`src/rtl/noc_out_port_ctrl.sv`:
```
// ---------------------------------------------------------------------------
// noc_out_port_ctrl
//
// Output-port controller for one router output. It sits behind a 4-way
// arbiter: it requests on behalf of every input that presents a packet head,
// locks the output to the granted input for a whole wormhole packet (head to
// tail), and forwards flits through a one-entry registered output stage.
//
// Handshake rule used on every flit interface of this block: a flit moves
// across an interface on a rising edge where valid and ready are both high.
// Valid never depends on ready. Ready may depend on valid, combinationally.
//
// Ports
//   clk        clock; all state changes on the rising edge
//   rst        asynchronous, active-high reset
//   in_valid   per-input flit valid
//   in_flit    input flits, input i at [i*FLIT_W +: FLIT_W]
//   in_ready   per-input accept (combinational, at most one bit high)
//   arb_req    request vector to the arbiter (combinational)
//   arb_gnt    one-hot grant from the arbiter, same cycle as arb_req
//   out_valid  registered output flit valid
//   out_flit   registered output flit
//   out_ready  downstream accept
//   busy       high while the output is locked to a packet (FSM state)
//   owner      index of the locked input; meaningful only when busy=1
//   err        sticky protocol-error flag; cleared only by rst
// ---------------------------------------------------------------------------
module noc_out_port_ctrl #(
    parameter int         FLIT_W      = 34,
    parameter logic [1:0] TYPE_HEAD   = 2'b10,
    parameter logic [1:0] TYPE_BODY   = 2'b00,
    parameter logic [1:0] TYPE_TAIL   = 2'b01,
    parameter logic [1:0] TYPE_SINGLE = 2'b11
) (
    input  logic                  clk,
    input  logic                  rst,
    input  logic [3:0]            in_valid,
    input  logic [4*FLIT_W-1:0]   in_flit,
    output logic [3:0]            in_ready,
    output logic [3:0]            arb_req,
    input  logic [3:0]            arb_gnt,
    output logic                  out_valid,
    output logic [FLIT_W-1:0]     out_flit,
    input  logic                  out_ready,
    output logic                  busy,
    output logic [1:0]            owner,
    output logic                  err
);

    typedef enum logic {
        ST_IDLE = 1'b0,
        ST_LOCK = 1'b1
    } state_t;

    state_t              r_state;
    state_t              w_state_nxt;
    logic [1:0]          r_owner;
    logic [1:0]          w_owner_nxt;
    logic                r_first;      // next transfer is the first flit of the packet
    logic                r_out_valid;
    logic [FLIT_W-1:0]   r_out_flit;
    logic                r_err;

    logic [FLIT_W-1:0]   w_flit [4];
    logic [3:0]          w_req_idle;
    logic                w_gnt_onehot;
    logic                w_gnt_hit;
    logic [1:0]          w_gnt_idx;
    logic                w_stage_free;
    logic [FLIT_W-1:0]   w_sel_flit;
    logic [1:0]          w_sel_type;
    logic                w_sel_headlike;
    logic                w_sel_taillike;
    logic [3:0]          w_arb_req;
    logic [3:0]          w_in_ready;
    logic                w_xfer;
    logic                w_set_err;
    logic                w_grant_take;

    always_comb begin
        for (int i = 0; i < 4; i++) begin
            w_flit[i]     = in_flit[i*FLIT_W +: FLIT_W];
            w_req_idle[i] = in_valid[i] &&
                            ((w_flit[i][FLIT_W-1 -: 2] == TYPE_HEAD) ||
                             (w_flit[i][FLIT_W-1 -: 2] == TYPE_SINGLE));
        end
    end

    // Exactly one bit set: non-zero and clearing the lowest set bit leaves zero.
    assign w_gnt_onehot = (arb_gnt != 4'd0) && ((arb_gnt & (arb_gnt - 4'd1)) == 4'd0);
    assign w_gnt_hit    = (arb_gnt & w_req_idle) != 4'd0;

    always_comb begin
        w_gnt_idx = 2'd0;
        if (arb_gnt[1]) w_gnt_idx = 2'd1;
        if (arb_gnt[2]) w_gnt_idx = 2'd2;
        if (arb_gnt[3]) w_gnt_idx = 2'd3;
    end

    // The output register can take a flit if it is empty or being drained.
    assign w_stage_free   = ~r_out_valid | out_ready;
    assign w_sel_flit     = w_flit[r_owner];
    assign w_sel_type     = w_sel_flit[FLIT_W-1 -: 2];
    assign w_sel_headlike = (w_sel_type == TYPE_HEAD) || (w_sel_type == TYPE_SINGLE);
    assign w_sel_taillike = (w_sel_type == TYPE_TAIL) || (w_sel_type == TYPE_SINGLE);

    always_comb begin
        w_state_nxt  = r_state;
        w_owner_nxt  = r_owner;
        w_arb_req    = 4'd0;
        w_in_ready   = 4'd0;
        w_xfer       = 1'b0;
        w_set_err    = 1'b0;
        w_grant_take = 1'b0;
        case (r_state)
            ST_IDLE: begin
                w_arb_req = w_req_idle;
                if (arb_gnt != 4'd0) begin
                    if (w_gnt_onehot && w_gnt_hit) begin
                        w_grant_take = 1'b1;
                        w_state_nxt  = ST_LOCK;
                        w_owner_nxt  = w_gnt_idx;
                    end else begin
                        w_set_err = 1'b1;
                    end
                end
            end
            ST_LOCK: begin
                w_in_ready[r_owner] = w_stage_free;
                w_xfer              = in_valid[r_owner] & w_stage_free;
                if (w_xfer) begin
                    if (w_sel_taillike) w_state_nxt = ST_IDLE;
                    // A packet must open with a head; a head mid-packet is
                    // still forwarded but flagged.
                    if (r_first && ((w_sel_type == TYPE_BODY) || (w_sel_type == TYPE_TAIL)))
                        w_set_err = 1'b1;
                    if (!r_first && w_sel_headlike)
                        w_set_err = 1'b1;
                end
            end
            default: w_state_nxt = ST_IDLE;
        endcase
    end

    always_ff @(posedge clk or posedge rst) begin
        if (rst) begin
            r_state     <= ST_IDLE;
            r_owner     <= 2'd0;
            r_first     <= 1'b0;
            r_out_valid <= 1'b0;
            r_out_flit  <= '0;
            r_err       <= 1'b0;
        end else begin
            r_state <= w_state_nxt;
            r_owner <= w_owner_nxt;
            if (w_grant_take)   r_first <= 1'b1;
            else if (w_xfer)    r_first <= 1'b0;
            if (w_set_err)      r_err   <= 1'b1;
            // Load wins over drain so a simultaneous drain+load keeps 1 flit/cycle.
            if (w_xfer) begin
                r_out_valid <= 1'b1;
                r_out_flit  <= w_sel_flit;
            end else if (out_ready) begin
                r_out_valid <= 1'b0;
            end
        end
    end

    assign in_ready  = w_in_ready;
    assign arb_req   = w_arb_req;
    assign out_valid = r_out_valid;
    assign out_flit  = r_out_flit;
    assign busy      = (r_state == ST_LOCK);
    assign owner     = r_owner;
    assign err       = r_err;

endmodule
```
`config.mk`:
```
export PLATFORM = sky130hd
export DESIGN_NAME = noc_out_port_ctrl
export DESIGN_NICKNAME = d
export VERILOG_FILES = /design/src/rtl/noc_out_port_ctrl.sv
export SDC_FILE = /design/constraint.sdc
export NUM_CORES = 1
export LEC_CHECK = 0
export BUFFER_PORTS_ARGS = -buffer_cell sky130_fd_sc_hd__buf_4
export CORE_ASPECT_RATIO = 0.75
export CORE_MARGIN = 8
export CORE_UTILIZATION = 44
export DETAILED_ROUTE_END_ITERATION = 10
export GPL_TIMING_DRIVEN = 0
export PLACE_DENSITY = 0.87
export SYNTH_ARGS = -nofsm -noshare
export SYNTH_HDL_FRONTEND = slang
export SYNTH_SLANG_ARGS = --single-unit
```
`constraint.sdc`:
```
create_clock -name clk -period 4.59 [get_ports clk]
set_clock_uncertainty 0.1 [all_clocks]
set_input_delay 0.459 -clock clk [delete_from_list [all_inputs] [get_ports clk]]
set_output_delay 0.459 -clock clk [all_outputs]
set_load 0.02 [all_outputs]
```
# [Word-level counts from Yosys, hierarchy flattened]
# Cells that the tools add are included.
# W data, S select, Z words.
[op_classes] bitwise_logic=8 magnitude_cmp=3 add_sub_neg=1 mux=29 n_eq_ne=11 n_reduce_logical=24
[op_table] cell="$bmux W34 S2" n=1
[op_table] cell="$mux W34" n=2
[op_table] cell="$eq A2 B2 Y1 const B" n=10
[op_table] cell="$mux W1" n=18
[op_table] cell="$and A4 B4 Y4" n=3
[op_table] cell="$logic_and A1 B1 Y1" n=9
[op_table] cell="$mux W4" n=2
[op_table] cell="$reduce_bool A4 Y1" n=2
[op_table] cell="$logic_or A1 B1 Y1" n=7
[op_table] cell="$logic_not A4 Y1" n=1
[op_table] cell="$mux W2" n=2
[op_table] cell="$pmux W1 S2" n=2
[op_table] cell="$reduce_bool A2 Y1" n=2
[op_table] cell="$sub A4 B1 Y4 const B" n=1
[op_table] cell="$ge A3 B3 Y1 const B" n=1
[op_table] cell="$lt A2 B3 Y1 const B" n=1
[op_table] cell="$not A2 Y3" n=1
[op_table] cell="$reduce_and A3 Y1" n=1
[op_table] cell="$bmux W1 S2" n=1
[op_table] cell="$demux W1 S2" n=1
[op_table] cell="$eq A2 B1 Y1 const B" n=1
[op_table] cell="$ge A2 B1 Y1 const B" n=1
[op_table] cell="$logic_not A2 Y1" n=1
[op_table] cell="$not A1 Y1" n=2
[op_table] cell="3 further kinds" n=3
[totals] ff_bits=40 elab_cells=82 output_inout_bits=47 in_bits=147

# [Longest topological paths before layout]
[depth] ltp_word=11 depth_mapped=5 mapped_depth_nobuf=4

# [Least setup slack after synthesis]
# Ideal clock, no wire load.
[synth_path] path_kind="flip-flop to output port" from="reg r_owner[0] (netlist: owner[0])" to="out in_ready[1]" stages_incl_launch_ff=5 n_path_buf=2 required_ns=4.031 slack_ns=2.506 t_arrival_ns=1.525 cell_sequence="dfrtp_1 > buf_6 > buf_2 > inv_1 > nor3_1"
[synth_between] elab_chain_len=6 word_cells_on_any_way=7 classes_between="order compare: 2; mux: 3; bitwise: 1; reduce/logical: 1"
[synth_rtl] item="from (decl)" line_no="57" source="logic [1:0] r_owner;"
[synth_rtl] item="from (signal assigned)" line_no="155" source="r_owner <= w_owner_nxt;"
[synth_rtl] item="$lt A2 B3 Y1 (implied by the code) / $ge A2 B1 Y1 (equally long branches)" line_no="129" source="w_in_ready[r_owner] = w_stage_free;"
[synth_rtl] item="$logic_and A1 B1 Y1 (implied by the code)" line_no="129"
[synth_rtl] item="$mux W1 (implied by the code)" line_no="129"
[synth_rtl] item="$demux W1 S2 (*)" line_no="129"
[synth_rtl] item="$and A4 B4 Y4 (no line) (*)"
[synth_rtl] item="$mux W4 (*)" line_no="115" source="case (r_state)"
[synth_rtl] item="to (decl)" line_no="39" source="output logic [3:0] in_ready,"
# Mark *: on every way between the ends. The rest lies on a longest branch, timed or not.

# [Worst setup path after layout]
[layout_path] from="reg r_owner[1] (netlist: owner[1])" to="out in_ready[2]"
# Same word-level chain as after synthesis.

==> results.md <==
* Status: finished, final reports clean
* Crit path DAT at approximately 1.9 ns
* Sw frac at between 30% and 40%
* Post-synthesis cell area at roughly 2600 µm²
* Dpl ws at 2.377 ns
* Cells after Synth at 167
* IO Pins at 194
* Routed via count at between 2000 and 2500
* Die X at ~110 µm
* Synth area leaders: dfrtp_1, mux4_2, mux2_4, mux2_2, buf_6
* Share of cells above drive strength 1 at 76.02%
* Cell family with most CP delay: buffers and inverters
* Worst-path clk slew at 0.09 ns
* CP max FO at 10
* Req. time, crit path at 4.03 ns
* Clk pwr share at 10.7%
* Comb power frac at 64.8%
* Setup crit end kind: output port
* Max VDD drop at 0.0004235 V
* Internal at ~0.0017 W
* Initial antenna violation count at 0
* # resized after CTS at 0
* Clk_lat worst skew at approximately 0.28 ns
* Final worst slack at between 2 and 2.5 ns
* GRT Util Overall at ~20%
* First-pass GRT wire length at between 10000 and 15000 µm
* Register area share after synthesis at between 30% and 40%
* Vias in the first global route at 2676
* Num CTS Buffers at 5
* Starting DRC count in detailed routing at 56
* DR DRC count at 0
* Slew @ Worst Pin at slightly above 0.8 ns
* Net Switching at around 0.0010 W
* Count leader, synth: dfrtp_1
* Max-slew violations at 0
* Die H at between 80 and 90 µm
* TNS Setup at 0 ns
* Ys async rst share at 100.0%
* Grt met2 use at 36.70%
* Pin count of the biggest net entering global routing at 41
* Area added between synthesis and finish at 63.08%
* Vias per inst at between 5 and 6
* Fin crit period at around 2.5 ns
* Worst setup SP type: flip-flop
* Ant diodes at 0
* Placed Area at around 4200 µm²
* Final worst path period share at between 50% and 60%
* Count of final hold-check violations at 0
* PD cells at 620.7 nW/µm²
* Starting Density at between 40% and 50%
* CTS root buf: clkbuf_8
* Synth area leader: dfrtp_1
* Critical path start-end classification: reg2out
* Met1 GRT Util at around a fifth
* Crit path max-delay cell type: buf_1
* Yosys top cell area share at a little under two fifths
* Worst-path cell chain: buf_2 -> buf_1 -> nand3_1 -> nor2_1 -> buf_4
* H-tree levels at 2
* Synthesis Warnings at 0
* Post-DP HPWL at 7506 µm
* RePlAce Congestion at around 0.86
* Post-DRT Antenna Nets at 0
* RSZ-0062 raised after global routing: no
* Core area at between 5000 and 6000 µm²
* Max_cap viols at 0
* Net count, final at slightly above 500
* Synth Register Bits at 40
* Slowest stage delay, CP at between 0.4 and 0.5 ns
* Die area at 8695 µm²
* M3 GR Usage at 8.719%
* CTS tree: yes
* Post-synth EDFFs at 0
* Overall power at 0.002648 W
* Post-synth top flop: dfrtp_1
* Max Root-Sink Buffers at 2
* DRT Wirelength at ~8900 µm
* # clock sinks at 40
* Syn avg cell area at between 15 and 20 µm²
* Leak at 2.129 nW
* Gr busiest metal: met2
* Hold buffer count at cts at 0
* Max Freq at ~0.40 GHz
* Cell variety after synth at 29
* Buf/Inv on CP at 3
* Global route overflow at 0
* Hold/Removal Path Class: in2async
* Drt pass-1 iters at 4
* Post-CTS setup buffer count at 0
* I/O Buffers at 192
* Net Count, Synth at roughly 310
* Max_slew headroom at approximately 46%
* Fillcell total at 405
* FP Rows at 24
* Sequential Power Share at between 20% and 30%
* Final setup violation count at 0
* Most instantiated cells after synthesis: dfrtp_1, mux4_2, mux2_4
* Final instance area at ~4300 µm²
* Routed len/inst at approximately 20 µm
stage by stage:
| stage | cells | utilization, % | hold WS (ns) |
|---|---|---|---|
| 6_report | 445 | 74.00 | 0.2285 |
| 5_1_grt | 445 | 74.00 | 0.3038 |
| 4_1_cts | 445 | 74.00 | 0.2552 |
| 3_5_place_dp | 437 | 72.07 | 0.3715 |
| 3_3_place_gp | 437 | 72.07 | 0.3600 |
| 2_1_floorplan | 167 | - | 0.3698 |
registers in the layout, summed over array words and instances, names as in the netlist:
signal and cells:
busy 1, err 1, out_flit 34, out_valid 1, owner 2, r_first 1
power by group through the flow:
| stage | combinational, W | clock [W] | sequential (W) |
|---|---|---|---|
| 3_5_place_dp | 0.00174 | 0 | 0.000650 |
| 4_1_cts | 0.00174 | 0.000291 | 0.000647 |
| 2_1_floorplan | 0.000953 | 0 | 0.000849 |
| 3_3_place_gp | 0.00170 | 0 | 0.000641 |
| 6_report | 0.00172 | 0.000283 | 0.000648 |
| 5_1_grt | 0.00183 | 0.000306 | 0.000670 |
per-layer routing:
metal	vias up	wire length, µm
met1	1157	3223
met3	5	852
met2	108	4741
met5	-	0
met4	0	42
li1	1055	-
final cells by class:
class	instances	area, µm²	share of cell area, %
multi-input combinational	110	1514	35.48
sequential	40	1001	23.46
buffer	13	86.33	2.023
inverter	4	15.01	0.3519
clock buffer	5	68.82	1.613
clock inverter	3	42.54	0.9971
tap	78	97.59	2.287
timing repair buffer	192	1441	33.78
cells by family after synthesis:
| group | Yosys count | share of synthesized area, % |
|---|---|---|
| flops | 40 | 38.26 |
| simple gates | 32 | 6.552 |
| buf+inv | 17 | 3.873 |
| xor+xnor | 2 | 0.6697 |
| mux | 70 | 48.97 |
| compound gates | 6 | 1.674 |
path summary, 6_finish.rpt:
kind | from | to | slack [ns] | cells after the start
min reg2reg | out_flit[32] | out_flit[32] | 0.39 | 2
min in group clk | out_flit[32] | out_flit[32] | 0.39 | 2
max in group asynchronous | rst | out_flit[14] | 3.64 | 2
min | rst | out_flit[2] | 0.23 | 2
max | owner[1] | in_ready[2] | 2.09 | 5
max reg2reg | owner[1] | out_flit[20] | 2.44 | 4
placed cells by master, fill, tap and decap left out, types with 2 or more instances in the layout:
cell and n:
clkbuf_1 4, xor2_1 2, nand3_1 5, buf_4 193, clkbuf_8 5, buf_2 3
mux4_2 35, nand2_1 8, mux2_4 27, mux2_2 6, nor3_1 2, buf_6 4
nor2_1 9, inv_1 3, dfrtp_1 40, mux2i_1 2, nor4b_1 2
(Power assumes the default switching activity.)
